[config.mk]
export PLATFORM = sky130hd
export DESIGN_NAME = mem_arbiter
export DESIGN_NICKNAME = d
export VERILOG_FILES = /design/src/rtl/mem_arbiter.sv
export SDC_FILE = /design/constraint.sdc
export NUM_CORES = 1
export LEC_CHECK = 0
export ABC_AREA = 1
export CAP_MARGIN = 20
export CELL_PAD_IN_SITES_DETAIL_PLACEMENT = 1
export CELL_PAD_IN_SITES_GLOBAL_PLACEMENT = 1
export CORE_ASPECT_RATIO = 2
export CORE_MARGIN = 4
export CORE_UTILIZATION = 11
export DETAILED_ROUTE_END_ITERATION = 10
export GPL_TIMING_DRIVEN = 0
export PLACE_DENSITY_LB_ADDON = 0.1
export SLEW_MARGIN = 20
export SYNTH_ARGS = -nofsm -noshare
export SYNTH_HDL_FRONTEND = slang
export SYNTH_SLANG_ARGS = --single-unit
export TNS_END_PERCENT = 20
[constraint.sdc]
create_clock -name clk -period 1.7 [get_ports clk]
set_clock_uncertainty 0.1 [all_clocks]
set_input_delay 0.17 -clock clk [delete_from_list [all_inputs] [get_ports clk]]
set_output_delay 0.17 -clock clk [all_outputs]
set_load 0.03 [all_outputs]
[src/rtl/mem_arbiter.sv]
`default_nettype none
// ============================================================================
//  Module   : mem_arbiter
//  Purpose  : Two-master to one-slave memory arbiter. Grants are handed out
//             from IDLE with alternating priority on ties; the granted master
//             is passed straight through to the slave port. A per-transaction
//             wait counter forces an error completion when the slave stalls.
//  Revision : 1.0  initial release
// ============================================================================
module mem_arbiter #(
    parameter int unsigned TIMEOUT  = 255,
    parameter logic [31:0] ERR_DATA = 32'hDEADBEEF
) (
    input  logic        clk,
    input  logic        rst,        // asynchronous, active-low

    input  logic        m0_valid,
    input  logic [31:0] m0_addr,
    input  logic [31:0] m0_wdata,
    input  logic [3:0]  m0_wstrb,
    output logic        m0_ready,
    output logic [31:0] m0_rdata,

    input  logic        m1_valid,
    input  logic [31:0] m1_addr,
    input  logic [31:0] m1_wdata,
    input  logic [3:0]  m1_wstrb,
    output logic        m1_ready,
    output logic [31:0] m1_rdata,

    output logic        s_valid,
    output logic [31:0] s_addr,
    output logic [31:0] s_wdata,
    output logic [3:0]  s_wstrb,
    input  logic        s_ready,
    input  logic [31:0] s_rdata,

    output logic [1:0]  grant,
    output logic        err,
    input  logic        err_clr
);

    // Counter only needs to reach TIMEOUT; keep at least one bit when disabled.
    localparam int unsigned   CW        = (TIMEOUT > 0) ? $clog2(TIMEOUT + 1) : 1;
    localparam logic [CW-1:0] C_TIMEOUT = CW'(TIMEOUT);
    localparam logic [CW-1:0] C_ONE     = CW'(1);
    localparam bit            C_TO_EN   = (TIMEOUT != 0);

    typedef enum logic [1:0] {
        IDLE = 2'd0,
        GNT0 = 2'd1,
        GNT1 = 2'd2
    } state_t;

    state_t         state_q, state_d;
    logic           last_q,  last_d;    // 1 = m1 was granted most recently
    logic [CW-1:0]  cnt_q,   cnt_d;
    logic           err_q,   err_d;

    // Signals of whichever master currently owns the slave port.
    logic           w_own_valid;
    logic [31:0]    w_own_addr;
    logic [31:0]    w_own_wdata;
    logic [3:0]     w_own_wstrb;
    logic           w_timeout;
    logic           w_done;
    logic [31:0]    w_rdata;

    // State, last-grant, wait counter and sticky error registers.
    always_ff @(posedge clk or negedge rst) begin
        if (!rst) begin
            state_q <= IDLE;
            last_q  <= 1'b1;
            cnt_q   <= '0;
            err_q   <= 1'b0;
        end else begin
            state_q <= state_d;
            last_q  <= last_d;
            cnt_q   <= cnt_d;
            err_q   <= err_d;
        end
    end

    // Next-state, slave-port mux and master completion logic.
    always_comb begin
        state_d     = state_q;
        last_d      = last_q;
        cnt_d       = cnt_q;
        err_d       = err_q;
        s_valid     = 1'b0;
        s_addr      = '0;
        s_wdata     = '0;
        s_wstrb     = '0;
        m0_ready    = 1'b0;
        m1_ready    = 1'b0;
        m0_rdata    = '0;
        m1_rdata    = '0;

        w_own_valid = (state_q == GNT1) ? m1_valid : m0_valid;
        w_own_addr  = (state_q == GNT1) ? m1_addr  : m0_addr;
        w_own_wdata = (state_q == GNT1) ? m1_wdata : m0_wdata;
        w_own_wstrb = (state_q == GNT1) ? m1_wstrb : m0_wstrb;

        // A slave response in the same cycle as the limit wins over the timeout.
        w_timeout   = C_TO_EN && (state_q != IDLE) && w_own_valid &&
                      !s_ready && (cnt_q == C_TIMEOUT);
        w_done      = w_own_valid && (s_ready || w_timeout);
        w_rdata     = w_timeout ? ERR_DATA : s_rdata;

        // Timeout set takes priority over a simultaneous clear.
        if (w_timeout) begin
            err_d = 1'b1;
        end else if (err_clr) begin
            err_d = 1'b0;
        end

        case (state_q)
            IDLE: begin
                cnt_d = '0;
                if (m0_valid && m1_valid) begin
                    if (last_q) begin
                        state_d = GNT0;
                        last_d  = 1'b0;
                    end else begin
                        state_d = GNT1;
                        last_d  = 1'b1;
                    end
                end else if (m0_valid) begin
                    state_d = GNT0;
                    last_d  = 1'b0;
                end else if (m1_valid) begin
                    state_d = GNT1;
                    last_d  = 1'b1;
                end
            end
            GNT0, GNT1: begin
                s_valid = w_own_valid && !w_timeout;
                s_addr  = w_own_addr;
                s_wdata = w_own_wdata;
                s_wstrb = w_own_wstrb;
                if (state_q == GNT0) begin
                    m0_ready = w_done;
                    m0_rdata = w_rdata;
                end else begin
                    m1_ready = w_done;
                    m1_rdata = w_rdata;
                end
                // Withdrawal or completion both release the port via IDLE.
                if (!w_own_valid || w_done) begin
                    state_d = IDLE;
                end else begin
                    cnt_d = cnt_q + C_ONE;
                end
            end
            default: begin
                state_d = IDLE;
            end
        endcase
    end

    assign grant = {state_q == GNT1, state_q == GNT0};
    assign err   = err_q;

endmodule
`default_nettype wire

==> results of run 1 <==
power by group:
| part | internal, mW | switching, mW | leakage, nW |
|---|---|---|---|
| registers | 0.353 | 0.0471 | 0.160 |
| logic | 4.59 | 7.14 | 2.71 |
| clock network | 0.356 | 0.128 | 0.0442 |
| total | 5.30 | 7.32 | 2.92 |
through the flow:
step | hold WS, ns | instance area, sq um | setup TNS (ns) | setup WS, ns
3_5_place_dp | 0.394 | 6080 | -123.59 | -1.22
4_1_cts | 0.240 | 6420 | -66.55 | -0.589
6_report | 0.205 | 6610 | -53.02 | -0.523
5_1_grt | 0.256 | 6610 | -68.21 | -0.647
2_1_floorplan | -0.226 | 2640 | -20.94 | -0.284
3_3_place_gp | 0.363 | 6080 | -116.67 | -1.16
worst register-to-register path, cell delays in order, from the launching register on:
cell,delay (ns)
dfrtp_1,0.38
inv_2,0.11
ha_4,0.21
inv_8,0.05
nand2_4,0.06
nand2_4,0.06
buf_4,0.15
nor2_4,0.16
nand3_2,0.13
buf_6,0.17
nand3_1,0.08
nand2_1,0.06
cell usage in the layout, fill, tap and decap left out, types with 10 or more instances in the layout:
cell             count
nand3_1             14
clkdlybuf4s15_2     16
nor2_2              63
nor2_4              46
inv_1               10
o21ai_1             20
nor2_1             132
buf_6               53
dfrtp_1             10
nand2_1             37
clkdlybuf4s50_1    174
buf_4               80
o21ai_0             51
how the worst max path moves through the flow:
| stage | cells past startpoint | end | from | slack [ns] |
|---|---|---|---|---|
| after CTS | 13 | m1_rdata[23] | state_q[0] | -0.59 |
| after global placement | 7 | s_addr[25] | state_q[1] | -1.16 |
| after floorplan | 6 | s_addr[21] | state_q[1] | -0.28 |
| final | 13 | m1_rdata[21] | state_q[0] | -0.52 |
| after global routing | 13 | m1_rdata[21] | state_q[0] | -0.65 |
| after detailed placement | 8 | s_addr[19] | state_q[0] | -1.22 |
timing repair:
action | in CTS | in global routing
setup endpoints to repair | 148 | 147
resized for setup | 785 | 184
buffers inserted | 13 | 4
cloned | 3 | 0
pin swaps | 9 | 12
cells in the mapped netlist, drive strengths merged:
library cell / n
a21oi: 2
buf: 7
clkbuf: 24
dfrtp: 11
dfstp: 1
ha: 4
inv: 16
nand2: 45
nand3: 15
nor2: 241
nor3: 2
o21ai: 71
o21bai: 1
or2: 1
xnor2: 2
xor2: 3
flip-flops by register name, indices dropped and copies added, names as in the netlist:
register / flops
last_q: 1
state_q: 2
cnt_q: 8
err: 1
final cells by class:
cell class                 instances  area, sq um  area share
multi-input combinational        388         2240       0.339
inverter                          16         77.6      0.0117
timing repair buffer             330         3210       0.486
sequential                        12          303      0.0458
tap                              259          324      0.0490
clock buffer                       4         88.8      0.0134
buffer                            30          367      0.0555
per-layer routing:
metal  GRT usage  part of all wire  vias up
met2       0.330              0.61      226
met4      0.0270             0.011        0
met5           0                 0        -
met3      0.0472              0.10       10
li1            -                 -     2066
met1       0.116              0.28     1940
kinds of logic (layout without fill, tap and decap cells):
kind of cell / after synthesis / after routing
compound gates: 74 / 74
xor+xnor: 5 / 5
fa+ha+maj: 4 / 4
buf+inv: 47 / 380
flops: 12 / 12
simple gates: 304 / 305
==> results.toml, run 1 <==
[run_status]
status = "finished, violations left"
violations = "negative setup slack"

[drt]
wire_per_inst_um = 16.6
vias_per_cell = 4.08
wirelength_um = 17200
drcViolationCount = 0
ant_nets = 0
drtIter0Drc = 95
firstDrtPassIters = 2
vias = 4242

[synth]
synth_compound_area_frac = 0.173
synth_xor_area_frac = 0.0203
syn_area_sq_mm = 0.00216
synth_top_family_by_area = "simple AND/OR/NAND/NOR gates"
postSynthAreaPerCell_sq_um = 4.84
synth-seq-cells = 12
ys_types = 24
synthAdderAreaFrac = 0.0232
synth.top_cell.area_share = 0.415
synth_mux_area_frac = 0
yosysWarnings = 0
postSynthCellCount = 446
syn-num-nets = 624
synth_top_cell_by_area = "nor2_1"
ys_top_cells_by_area = "nor2_1 42%, o21ai_0 16%, dfrtp_1 13%, nand2_1 7.3%, clkbuf_1 4.2%"
yosys.area_share.simple = 0.554
yosysSeqAreaShare = 0.140

[power_and_ir_drop]
power.total_mw = 12.6
p_leak_nw = 2.92
p_per_area_mw_per_mm2 = 1910
vdd.ir_drop.worst_mv = 0.780

[die]
die_area_sq_mm = 0.0221
start_util = 0.112
ios = 312
num_rows = 72
die_w_um = 107
core_sq_mm = 0.0194
die_h_um = 206

[job]
maxCapViolations = 0

[layout]
utilization = 0.341
instances_no_fill = 1039
fin_nets = 959
final.fill_count = 2351
area_growth_pct = 206
final_layout_size_suffix_gt1_frac = 0.413
antenna_cells = 0

[setup_path]
rr_worst_depth = 11
end_kind = "output pin"
crit_fanout = 5
cp.buffers_inverters = 6
r2r-end = "cnt_q[4]"
critPathKind = "flip-flop to output pin"
r2r_slack_ns = -0.12
cp_cell_sequence = "inv_2, ha_4, inv_8, nand2_4, nand2_4, inv_4, nand2_4, nor2_8, buf_6, buf_12, nor2_4, nor2_2, buf_6"
start_kind = "flip-flop"
r2r_start = "state_q[0]"
crit_family = "buffers and inverters"
crit_arrival_ns = 1.95
crit_path_frequent_cell = "nand2_4"
cp_slowest_cell = "dfrtp_1"
cp_slowest_stage_delay_ns = 0.38
cp.required_ns = 1.43

[grt]
grt_use_total = 0.148
grt_pass1_vias = 4721
overflow = 0
grt_max_degree = 13
grt_first_pass_wirelength_um = 25500
antenna_found_initial = 0

[sta]
min_period_over_period = 1.31
final_max_slew_viol_count = 0
layout_setup_ws_ns = -0.523
setup_viol = 145
maxSlewHeadroom = 0.607
worstMarginPinSlew_ns = 0.587
rsz0062_at_grt = "true"
max_freq_mhz = 450
fin_crit_ns = 2.22
finalHoldViolCount = 0

[placement]
dp.cells = 1016
io_buffers = 311
gp_congestion = 0.775
hpwl_um = 15100

[clocking]
holdBufCountCts = 0
root_buffer = "clkbuf_16"
cts_buffers = 3
h-tree-depth = 1
clkTransAtPathRegs_ns = 0.04
cts.sinks = 12
clk-insertion-delay-late_ns = 0.24
clock_path_buffers = 2
cts_tree = "yes"

[worst_hold_path]
min_path_type = "input pin to async pin"
Note: power is estimated with default switching activity, not from simulation.
==> run 2, diff against run 1 <==
==> constraint.sdc (replaced) <==
create_clock -name clk -period 1.7 [get_ports clk]
set_clock_uncertainty 0.1 [all_clocks]
set_input_delay 0.255 -clock clk [delete_from_list [all_inputs] [get_ports clk]]
set_output_delay 0.255 -clock clk [all_outputs]
set_load 0.03 [all_outputs]
==> run 2 against run 1 <==
Against the previous run:
- the run still ends with negative setup slack left
- sequential power is essentially flat
- via count shrank 0.14%
- register-to-register slack is essentially flat
- critical path type unchanged
- flip-flop and latch count is the same
- power is essentially flat
- critical path depth is the same
- clock-buffer cell count is the same
- first-iteration DRC count grew 15%
- hold slack gained 0.084 ns
- global-route usage is the same
- die area is the same
- core utilization is essentially flat
==> results.toml, run 2 (synthesis gave the netlist of run 1 again) <==
[sta]
finalHoldViolCount = 0
layout_setup_ws_ns = -0.608
worstMarginPinSlew_ns = 0.588
whs_ns = 0.289
final_max_slew_viol_count = 0
fin_crit_ns = 2.31
setup_viol = 145
rsz0062_at_grt = "true"
min_period_over_period = 1.36
maxSlewHeadroom = 0.607
max_freq_mhz = 433

[placement]
gp_congestion = 0.775
hpwl_um = 15100
postPlaceCellArea_sq_mm = 0.00608
io_buffers = 311
dp.cells = 1016

[run_status]
violations = "negative setup slack"
status = "finished, violations left"

[layout]
final_layout_size_suffix_gt1_frac = 0.414
area_growth_pct = 206
final_cell_mix = "174 x clkdlybuf4s50_1, 132 x nor2_1, 80 x buf_4, 63 x nor2_2, 53 x buf_6"
fin_nets = 959
instances_no_fill = 1039
regMostFlops = "cnt_q"
top_regs = "cnt_q: 8 flops, state_q: 2 flops"
antenna_cells = 0
fin_area_sq_mm = 0.00661
final_common_cell = "clkdlybuf4s50_1"
largest_reg_flops = 8

[setup_path]
r2r-end = "cnt_q[4]"
cp_cell_sequence = "inv_2, ha_4, inv_8, nand2_4, nand2_4, inv_4, nand2_4, nor2_8, buf_6, buf_12, nor2_4, nor2_2, buf_6"
cp.buffers_inverters = 6
cp_slowest_cell = "dfrtp_1"
cp_slowest_stage_delay_ns = 0.38
crit_family = "buffers and inverters"
r2r_slack_ns = -0.12
start_kind = "flip-flop"
r2r_start = "state_q[0]"
critPathKind = "flip-flop to output pin"
end_kind = "output pin"
crit_fanout = 5
crit_path_frequent_cell = "nand2_4"
rr_worst_depth = 11
cp.required_ns = 1.34
crit_arrival_ns = 1.95

[clocking]
clkTransAtPathRegs_ns = 0.04
root_buffer = "clkbuf_16"
clk-insertion-delay-late_ns = 0.24
cts_buffers = 3
clock_path_buffers = 2
cts_tree = "yes"
h-tree-depth = 1
cts.sinks = 12

[die]
die_h_um = 206
core_sq_mm = 0.0194
ios = 312
num_rows = 72
die_w_um = 107
start_util = 0.112
die_area_sq_mm = 0.0221

[power_and_ir_drop]
vdd.ir_drop.worst_mv = 0.781
p_leak_nw = 2.90
p_per_area_mw_per_mm2 = 1910

[drt]
firstDrtPassIters = 3
drtIter0Drc = 109
ant_nets = 0
top_layer = "met4"
vias_per_cell = 4.08
m1WireLength_um = 4750
wire_per_inst_um = 16.6
drcViolationCount = 0
wirelength_um = 17200
wl_met2_um = 10500
wl_met3_um = 1760
vias = 4236

[grt]
grt_first_pass_wirelength_um = 25500
antenna_found_initial = 0
grt_pass1_vias = 4721
overflow = 0
grt_use_total = 0.148
grt_max_degree = 13

[job]
maxCapViolations = 0

[worst_hold_path]
min_path_type = "input pin to async pin"
run 2: power by group:
part / internal (mW) / total [mW] / switching, mW
sequential: 0.353 / 0.400 / 0.0471
combinational: 4.60 / 11.7 / 7.15
clock: 0.356 / 0.485 / 0.130
total: 5.31 / 12.6 / 7.33
run 2: metrics by stage:
step                setup TNS [ns]  setup WS (ns)  power, mW  utilization
floorplan                   -32.42         -0.369       7.01            -
global placement           -129.85          -1.25       11.6        0.314
detailed placement         -136.45          -1.30       11.7        0.314
CTS                         -78.19         -0.674       12.4        0.332
global route                -79.46         -0.732       13.5        0.341
finish                      -64.29         -0.608       12.6        0.341
run 2: worst register-to-register path: cells and delay by family (launching register included):
kind | cells | cell delay, ns
and+or+nand+nor | 6 | 0.54
buffers and inverters | 4 | 0.48
DFF | 1 | 0.38
adders and majority gates | 1 | 0.21
run 2: routing by layer:
| metal | vias to the layer above | global-route usage |
|---|---|---|
| met4 | 0 | 0.0270 |
| met2 | 224 | 0.330 |
| li1 | 2066 | - |
| met3 | 10 | 0.0472 |
| met1 | 1936 | 0.116 |
| met5 | - | 0 |
run 2: worst max path at each step:
| stage | start | endpoint | slack [ns] | cells after the start |
|---|---|---|---|---|
| after global routing | state_q[0] | m1_rdata[21] | -0.73 | 13 |
| after CTS | state_q[0] | m1_rdata[23] | -0.67 | 13 |
| after floorplan | state_q[1] | s_addr[21] | -0.37 | 6 |
| final | state_q[0] | m1_rdata[21] | -0.61 | 13 |
| after global placement | state_q[1] | s_addr[25] | -1.25 | 7 |
| after detailed placement | state_q[0] | s_addr[19] | -1.30 | 8 |
run 2: layout make-up:
type,instances,area (sq um)
plain buffers,30,370
multi-input cells,388,2240
inverters,16,77.6
clock buffers,4,88.8
fillers,2349,12800
flip-flops and latches,12,303
repair buffers,330,3200
well taps,259,324
run 2: repair_timing:
| action | CTS | global route |
|---|---|---|
| setup buffers | 13 | 4 |
| gates resized for setup | 785 | 188 |
| pin swaps | 9 | 12 |
| hold buffers | 0 | 0 |
| endpoints found under the setup margin | 148 | 147 |
| gates cloned | 3 | 0 |
